==> config.mk <==
export PLATFORM = sky130hd
export DESIGN_NAME = sm_cache_node_flat
export DESIGN_NICKNAME = d
export VERILOG_FILES = /design/src/rtl/sm_cache_node_if.sv /design/src/rtl/sm_cache_node.sv /design/src/flat_wrapper.sv
export SDC_FILE = /design/constraint.sdc
export NUM_CORES = 1
export LEC_CHECK = 0
export ABC_CLOCK_PERIOD_IN_PS = 1600
export CORE_MARGIN = 10
export CORE_UTILIZATION = 46
export CTS_BUF_LIST = sky130_fd_sc_hd__clkbuf_4 sky130_fd_sc_hd__clkbuf_8
export DETAILED_ROUTE_END_ITERATION = 10
export HOLD_SLACK_MARGIN = 0.02
export PLACE_DENSITY = 0.82
export SYNTH_ARGS = -nofsm -noshare
export SYNTH_HDL_FRONTEND = slang
export SYNTH_SLANG_ARGS = --single-unit
==> constraint.sdc <==
create_clock -name clock -period 1.6 [get_ports clock]
set_clock_uncertainty 0.05 [all_clocks]
set_input_delay 0.48 -clock clock [delete_from_list [all_inputs] [get_ports clock]]
set_output_delay 0.48 -clock clock [all_outputs]
set_load 0.005 [all_outputs]
==> src/rtl/sm_cache_node_if.sv <==
// Processor and directory signal bundle for the single-line MSI cache node.
// The optional counters exist only when SM_CACHE_STATS_EN is defined.
interface sm_cache_node_if #(
    parameter int TAG_W = 4
) ();
    // Processor side
    logic             cpuRead;
    logic             cpuWrite;
    logic [TAG_W-1:0] cpuTag;
    logic             cpuReady;
    logic             cpuDone;

    // Directory side
    logic             fetch;
    logic             invalidateIn;
    logic             dataValueReply;
    logic             readMiss;
    logic             writeMiss;
    logic             writeBack;
    logic [TAG_W-1:0] lineTag;

    // Status
    logic [1:0]       currentState;
    logic             busy;
    logic [2:0]       stateDbg;
`ifdef SM_CACHE_STATS_EN
    logic [15:0]      hitCount;
    logic [15:0]      missCount;
`endif

    // Handshake: a request (cpuRead/cpuWrite) is taken on the rising edge where
    // cpuReady is high; the requester holds it until then. Every pulse output
    // (cpuDone, readMiss, writeMiss, writeBack) lasts exactly one cycle, and
    // lineTag qualifies it. The directory answers a miss with one
    // dataValueReply pulse.
    modport slave (
`ifdef SM_CACHE_STATS_EN
        output hitCount, missCount,
`endif
        input  cpuRead, cpuWrite, cpuTag, fetch, invalidateIn, dataValueReply,
        output cpuReady, cpuDone, readMiss, writeMiss, writeBack, lineTag,
        output currentState, busy, stateDbg
    );

    modport master (
`ifdef SM_CACHE_STATS_EN
        input  hitCount, missCount,
`endif
        output cpuRead, cpuWrite, cpuTag, fetch, invalidateIn, dataValueReply,
        input  cpuReady, cpuDone, readMiss, writeMiss, writeBack, lineTag,
        input  currentState, busy, stateDbg
    );
endinterface

==> src/rtl/sm_cache_node.sv <==
// MSI cache-side coherence controller for one line, with one outstanding miss.
// Defining SM_CACHE_STATS_EN adds saturating hit and miss counters.
module sm_cache_node #(
    parameter int TAG_W = 4
) (
    input logic            clock,
    input logic            reset_n,
    sm_cache_node_if.slave bus
);

    typedef enum logic [2:0] {
        ST_I       = 3'd0,
        ST_S       = 3'd1,
        ST_M       = 3'd2,
        ST_WAIT_RD = 3'd3,
        ST_WAIT_WR = 3'd4,
        ST_WB_PEND = 3'd5
    } state_t;

    state_t           state_q, state_d;
    logic [TAG_W-1:0] line_tag_q, line_tag_d;
    logic [TAG_W-1:0] pend_tag_q, pend_tag_d;
    logic             pend_write_q, pend_write_d;
    logic [1:0]       last_stable_q;
    logic             done_q, done_d;
    logic             rd_miss_q, rd_miss_d;
    logic             wr_miss_q, wr_miss_d;
    logic             wb_q, wb_d;

    logic       stable;
    logic       cpu_ready;
    logic       req;
    logic       tag_hit;
    logic       issue_miss;
    logic [1:0] cur_state;

    assign stable    = (state_q == ST_I) || (state_q == ST_S) || (state_q == ST_M);
    assign cpu_ready = stable && !bus.fetch && !bus.invalidateIn;
    assign req       = cpu_ready && (bus.cpuRead || bus.cpuWrite);
    assign tag_hit   = ((state_q == ST_S) || (state_q == ST_M)) && (bus.cpuTag == line_tag_q);

    always_comb begin
        case (state_q)
            ST_I:    cur_state = 2'b00;
            ST_S:    cur_state = 2'b01;
            ST_M:    cur_state = 2'b10;
            default: cur_state = last_stable_q;
        endcase
    end

    always_ff @(posedge clock or negedge reset_n) begin
        if (!reset_n) begin
            state_q       <= ST_I;
            line_tag_q    <= '0;
            pend_tag_q    <= '0;
            pend_write_q  <= 1'b0;
            last_stable_q <= 2'b00;
            done_q        <= 1'b0;
            rd_miss_q     <= 1'b0;
            wr_miss_q     <= 1'b0;
            wb_q          <= 1'b0;
        end else begin
            state_q       <= state_d;
            line_tag_q    <= line_tag_d;
            pend_tag_q    <= pend_tag_d;
            pend_write_q  <= pend_write_d;
            last_stable_q <= cur_state;
            done_q        <= done_d;
            rd_miss_q     <= rd_miss_d;
            wr_miss_q     <= wr_miss_d;
            wb_q          <= wb_d;
        end
    end

    always_comb begin
        state_d      = state_q;
        line_tag_d   = line_tag_q;
        pend_tag_d   = pend_tag_q;
        pend_write_d = pend_write_q;
        done_d       = 1'b0;
        rd_miss_d    = 1'b0;
        wr_miss_d    = 1'b0;
        wb_d         = 1'b0;
        issue_miss   = 1'b0;

        case (state_q)
            ST_I: begin
                if (req) issue_miss = 1'b1;
            end
            ST_S: begin
                if (bus.invalidateIn) begin
                    state_d = ST_I;
                end else if (req) begin
                    // Write hit upgrades; a mismatch silently drops the clean copy.
                    if (tag_hit && !bus.cpuWrite) done_d = 1'b1;
                    else                          issue_miss = 1'b1;
                end
            end
            ST_M: begin
                // Invalidate wins when fetch and invalidate arrive together.
                if (bus.invalidateIn) begin
                    wb_d    = 1'b1;
                    state_d = ST_I;
                end else if (bus.fetch) begin
                    wb_d    = 1'b1;
                    state_d = ST_S;
                end else if (req) begin
                    if (tag_hit) begin
                        done_d = 1'b1;
                    end else begin
                        wb_d         = 1'b1;
                        pend_tag_d   = bus.cpuTag;
                        pend_write_d = bus.cpuWrite;
                        state_d      = ST_WB_PEND;
                    end
                end
            end
            ST_WB_PEND: begin
                line_tag_d = pend_tag_q;
                rd_miss_d  = !pend_write_q;
                wr_miss_d  = pend_write_q;
                state_d    = pend_write_q ? ST_WAIT_WR : ST_WAIT_RD;
            end
            ST_WAIT_RD: begin
                if (bus.dataValueReply) begin
                    state_d    = ST_S;
                    line_tag_d = pend_tag_q;
                    done_d     = 1'b1;
                end
            end
            ST_WAIT_WR: begin
                if (bus.dataValueReply) begin
                    state_d = ST_M;
                    done_d  = 1'b1;
                end
            end
            default: state_d = ST_I;
        endcase

        if (issue_miss) begin
            line_tag_d   = bus.cpuTag;
            pend_tag_d   = bus.cpuTag;
            pend_write_d = bus.cpuWrite;
            rd_miss_d    = !bus.cpuWrite;
            wr_miss_d    = bus.cpuWrite;
            state_d      = bus.cpuWrite ? ST_WAIT_WR : ST_WAIT_RD;
        end
    end

    assign bus.cpuReady     = cpu_ready;
    assign bus.cpuDone      = done_q;
    assign bus.readMiss     = rd_miss_q;
    assign bus.writeMiss    = wr_miss_q;
    assign bus.writeBack    = wb_q;
    assign bus.lineTag      = line_tag_q;
    assign bus.currentState = cur_state;
    assign bus.busy         = !stable;
    assign bus.stateDbg     = state_q;

`ifdef SM_CACHE_STATS_EN
    logic        hit_evt;
    logic        miss_evt;
    logic [15:0] hit_cnt_q;
    logic [15:0] miss_cnt_q;

    assign hit_evt  = req && tag_hit && (!bus.cpuWrite || (state_q == ST_M));
    assign miss_evt = rd_miss_d || wr_miss_d;

    always_ff @(posedge clock or negedge reset_n) begin
        if (!reset_n) begin
            hit_cnt_q  <= '0;
            miss_cnt_q <= '0;
        end else begin
            if (hit_evt && (hit_cnt_q != 16'hFFFF))   hit_cnt_q  <= hit_cnt_q + 16'd1;
            if (miss_evt && (miss_cnt_q != 16'hFFFF)) miss_cnt_q <= miss_cnt_q + 16'd1;
        end
    end

    assign bus.hitCount  = hit_cnt_q;
    assign bus.missCount = miss_cnt_q;
`endif

endmodule

==> src/flat_wrapper.sv <==
// flat-port wrapper written by rule: the top's interface ports become plain ports
module sm_cache_node_flat 
#(
    parameter int TAG_W = 4
)
  (clock, reset_n, bus_cpuRead, bus_cpuWrite, bus_cpuTag, bus_fetch, bus_invalidateIn, bus_dataValueReply, bus_cpuReady, bus_cpuDone, bus_readMiss, bus_writeMiss, bus_writeBack, bus_lineTag, bus_currentState, bus_busy, bus_stateDbg);
  sm_cache_node_if #(.TAG_W(TAG_W)) bus_i ();
  input logic clock;
  input logic reset_n;
  input wire logic [$bits(bus_i.cpuRead)-1:0] bus_cpuRead;
  input wire logic [$bits(bus_i.cpuWrite)-1:0] bus_cpuWrite;
  input wire logic [$bits(bus_i.cpuTag)-1:0] bus_cpuTag;
  input wire logic [$bits(bus_i.fetch)-1:0] bus_fetch;
  input wire logic [$bits(bus_i.invalidateIn)-1:0] bus_invalidateIn;
  input wire logic [$bits(bus_i.dataValueReply)-1:0] bus_dataValueReply;
  output wire logic [$bits(bus_i.cpuReady)-1:0] bus_cpuReady;
  output wire logic [$bits(bus_i.cpuDone)-1:0] bus_cpuDone;
  output wire logic [$bits(bus_i.readMiss)-1:0] bus_readMiss;
  output wire logic [$bits(bus_i.writeMiss)-1:0] bus_writeMiss;
  output wire logic [$bits(bus_i.writeBack)-1:0] bus_writeBack;
  output wire logic [$bits(bus_i.lineTag)-1:0] bus_lineTag;
  output wire logic [$bits(bus_i.currentState)-1:0] bus_currentState;
  output wire logic [$bits(bus_i.busy)-1:0] bus_busy;
  output wire logic [$bits(bus_i.stateDbg)-1:0] bus_stateDbg;
  assign bus_i.cpuRead = bus_cpuRead;
  assign bus_i.cpuWrite = bus_cpuWrite;
  assign bus_i.cpuTag = bus_cpuTag;
  assign bus_i.fetch = bus_fetch;
  assign bus_i.invalidateIn = bus_invalidateIn;
  assign bus_i.dataValueReply = bus_dataValueReply;
  assign bus_cpuReady = bus_i.cpuReady;
  assign bus_cpuDone = bus_i.cpuDone;
  assign bus_readMiss = bus_i.readMiss;
  assign bus_writeMiss = bus_i.writeMiss;
  assign bus_writeBack = bus_i.writeBack;
  assign bus_lineTag = bus_i.lineTag;
  assign bus_currentState = bus_i.currentState;
  assign bus_busy = bus_i.busy;
  assign bus_stateDbg = bus_i.stateDbg;
  sm_cache_node #(.TAG_W(TAG_W)) u_core (.clock(clock), .reset_n(reset_n), .bus(bus_i));
endmodule
==> results.txt <==
----------------------------------------------------
[Synth]
  Synth Instances ... 118
  Flops & latches, synth ... 18
  Number of enable flip-flop cells after synthesis ... 0
  Dominant combinational cell family by area after synthesis ... compound AO/OA/AOI/OAI gates
  Number of distinct library cells after synthesis ... 43
  Proportion of synthesized flip-flops having asynchronous set or reset ... 100%
  Most used DFF post-synth ... sky130_fd_sc_hd__dfrtp_1
  Most area-hungry cell type in the Yosys netlist ... sky130_fd_sc_hd__dfrtp_1
  Mean Syn Cell Area ... 9.52 sq um
  Compound-Gate Fraction of Synth Area ... 25.1%
  Multiplexer share of the synthesized area ... 5.35%
  Area fraction of the dominant cell type after synthesis ... approximately 40%
  Post-Synth XOR/XNOR Area ... 3.12%
  Number of nets in the synthesized netlist ... ~130
  Number of warnings printed during yosys synthesis ... 0
  Biggest area contributors in the synthesized netlist ... sky130_fd_sc_hd__dfrtp_1 40%, sky130_fd_sc_hd__mux2_4 5.3%, sky130_fd_sc_hd__nor2_1 4.0%, sky130_fd_sc_hd__a31oi_1 3.3%, sky130_fd_sc_hd__a21oi_1 3.1%
  Mapped cell area ... about 1100 sq um
  Post-Synth Simple-Gate Area ... 21.4%
  Share of synthesized cell area in full adder, half adder and majority cells ... 0%
  Part of the Yosys area used for sequential elements ... 40.1%

[Die]
  Die width ... between 60 and 70 um
  Overall die area ... approximately 4800 sq um
  Effective utilization at floorplan ... 49.4%
  Number of top-level pins ... 26
  Core area ... 2280 sq um
  Y dimension of the die ... 69.4 um
  Cell row count ... 17

[STA]
  Final hold violations ... 0
  Number of setup violations in the final report ... 21
  Period utilization ... 129%
  Final max-slew violation count ... 0
  Top achievable clock speed ... 485 MHz
  Worst setup slack after layout ... -0.463 ns
  Min Tclk post-route ... 2.06 ns
  Relative slew slack ... 80.2%
  Unrepaired setup endpoints after global routing ... true
  Fin Hold WS ... 0.432 ns
  Slew at the pin closest to its max-slew limit ... 0.294 ns

[Route]
  Starting DRT DRC Count ... roughly 150
  Post-detailed-route count of antenna-violating nets ... 0
  Routed wire length ... 5170 um
  Via count of the routed design ... between 1000 and 1500
  Remaining DRCs ... 0
  Post-DR wirelength/cell ... 23.0 um
  Vias per Instance ... 6.05
  Number of search-and-repair iterations in the first detailed-routing pass ... 4

[GRT]
  Number of global-route vias before repair ... 1385
  Wire length of the first global-routing pass ... 7150 um
  Initial antenna violation count ... 0
  Total congestion overflow ... 0
  Pin count of the biggest net entering global routing ... 19
  All-layer global routing usage ... 18.0%

[Clock network]
  Sinks on Clock Net ... 18
  H-tree level count ... 1
  Clock latency on the worst-skew pair ... approximately 0.32 ns
  TritonCTS clock tree ... built
  Total CTS buffers ... 3
  Clk Tree Root Cell ... sky130_fd_sc_hd__clkbuf_4
  Maximum clock insertion buffer count ... 2
  Clock transition at the registers of the reported paths ... 0.11 ns

[Finish]
  Most frequent cells in the layout ... 40 x sky130_fd_sc_hd__buf_4, 18 x sky130_fd_sc_hd__buf_6, 17 x sky130_fd_sc_hd__dfrtp_1
  Total non-filler cell area in the finished layout ... roughly 2000 sq um
  Fill cell instance count of the final layout ... approximately 110
  Antenna Diode Count ... 0
  Utilization after layout ... between 80% and 90%
  Layout area overhead ... 76.7%
  Ratio of cells with drive above 1 in the final layout ... 53.8%
  Most common cell after layout, fill and taps aside ... sky130_fd_sc_hd__buf_4
  Number of nets in the layout ... ~210

[Min path]
  Hold Path Class ... in2async

[Place]
  Worst slack at placement ... -0.892 ns
  Placer's final routability congestion estimate ... 0.866
  Dpl cell area ... between 1500 and 2000 sq um
  Placed wire-length estimate after detailed placement ... approximately 2800 um
  Number of port buffers ... 25

[Worst setup path]
  Logic depth of the worst register-to-register path ... 7
  Critical Path RT ... 1.76 ns
  Data arrival time of the critical path ... 2.23 ns
  Critical path peak fanout ... 4
  Classification of the worst setup path ... reg2reg
  Type of destination of the critical path ... flip-flop
  Kind of launch point of the worst setup path ... flip-flop

[Pwr]
  Overall power of the completed layout ... 3.57 mW
  Peak supply drop ... 1.17 mV
  Leakage power of the design ... 0.961 nW
  Power Density ... about 1800 nW/um^2

[Outcome]
  Result of the run ... finished with violations
  Violated checks ... negative setup slack

[Run]
  Number of maximum-capacitance constraint violations ... 0

----------------------------------------------------
## power by group
| part | internal [mW] | total (mW) | switching (mW) |
|---|---|---|---|
| logic | 1.27 | 2.41 | 1.14 |
| clock network | 0.139 | 0.306 | 0.166 |
| registers | 0.653 | 0.859 | 0.206 |
## cells in the mapped netlist, types with 2 or more instances
cell type / number
sky130_fd_sc_hd__a21oi_1: 7
sky130_fd_sc_hd__nor2_1: 12
sky130_fd_sc_hd__a31oi_1: 6
sky130_fd_sc_hd__nand2b_1: 4
sky130_fd_sc_hd__nand2_1: 9
sky130_fd_sc_hd__xnor2_1: 4
sky130_fd_sc_hd__buf_2: 3
sky130_fd_sc_hd__o21ai_0: 5
sky130_fd_sc_hd__inv_1: 4
sky130_fd_sc_hd__nor3_1: 4
sky130_fd_sc_hd__mux2_4: 4
sky130_fd_sc_hd__a211oi_1: 2
sky130_fd_sc_hd__o21ai_1: 4
sky130_fd_sc_hd__o22ai_1: 4
sky130_fd_sc_hd__dfrtp_1: 18
## cells by family after synthesis
family,Yosys count
flip-flops,18
XOR/XNOR,4
AO/OA/AOI/OAI,38
buffers and inverters,11
AND/OR/NAND/NOR,43
multiplexers,4
## registers in the layout, indices dropped and copies added, names as in the netlist
register	flops
u_core.bus.cpuDone	1
u_core.bus.lineTag	4
u_core.bus.readMiss	1
u_core.bus.stateDbg	3
u_core.bus.writeBack	1
u_core.bus.writeMiss	1
u_core.last_stable_q	2
u_core.pend_tag_q	4
u_core.pend_write_q	1
## routing by layer
layer	track usage, %	up-vias	part of all wire (%)
met3	3.14	24	8.0
met1	17.6	674	37
met2	34.9	74	49
met5	0	-	0
met4	8.65	0	6.0
li1	-	589	-
## worst max-delay path, cell delays in order (launching register included)
cell and delay, ns:
sky130_fd_sc_hd__dfrtp_1 0.42, sky130_fd_sc_hd__buf_6 0.13, sky130_fd_sc_hd__or3_4 0.38, sky130_fd_sc_hd__buf_6 0.14
sky130_fd_sc_hd__nor2_4 0.10, sky130_fd_sc_hd__a21boi_4 0.26, sky130_fd_sc_hd__o22ai_4 0.14, sky130_fd_sc_hd__mux2_4 0.33
## metrics by stage
step                      setup TNS (ns)  instances
final                              -6.83        225
after global routing               -7.68        225
after CTS                          -5.13        217
after detailed placement          -12.67        201
after global placement            -11.12        201
after floorplan                    -1.01        118
## final cells by class
class | instances | area (sq um) | share of cell area [%]
timing repair buffer | 81 | 692 | 34.8
multi-input combinational | 89 | 752 | 37.9
tap | 28 | 35.0 | 1.76
inverter | 5 | 18.8 | 0.945
clock buffer | 4 | 36.3 | 1.83
sequential | 18 | 452 | 22.7
## timing repair
item / in CTS / in global routing
pin swaps: 14 / 7
hold endpoints to repair: 0 / 0
buffers inserted: 12 / 10
gates resized for setup: 81 / 14
hold buffers: 0 / 0
setup endpoints to repair: 30 / 24
## final timing paths
path	start	to	slack (ns)
hold / removal	reset_n	u_core.pend_tag_q[3]	0.43
max in group asynchronous	reset_n	u_core.bus.stateDbg[0]	0.86
min in group clock	u_core.pend_tag_q[2]	u_core.pend_tag_q[2]	0.51
setup reg to reg	u_core.bus.stateDbg[2]	u_core.pend_tag_q[1]	-0.46
hold reg to reg	u_core.pend_tag_q[2]	u_core.pend_tag_q[2]	0.51
setup / recovery	u_core.bus.stateDbg[2]	u_core.pend_tag_q[1]	-0.46
(Power assumes the default switching activity.)
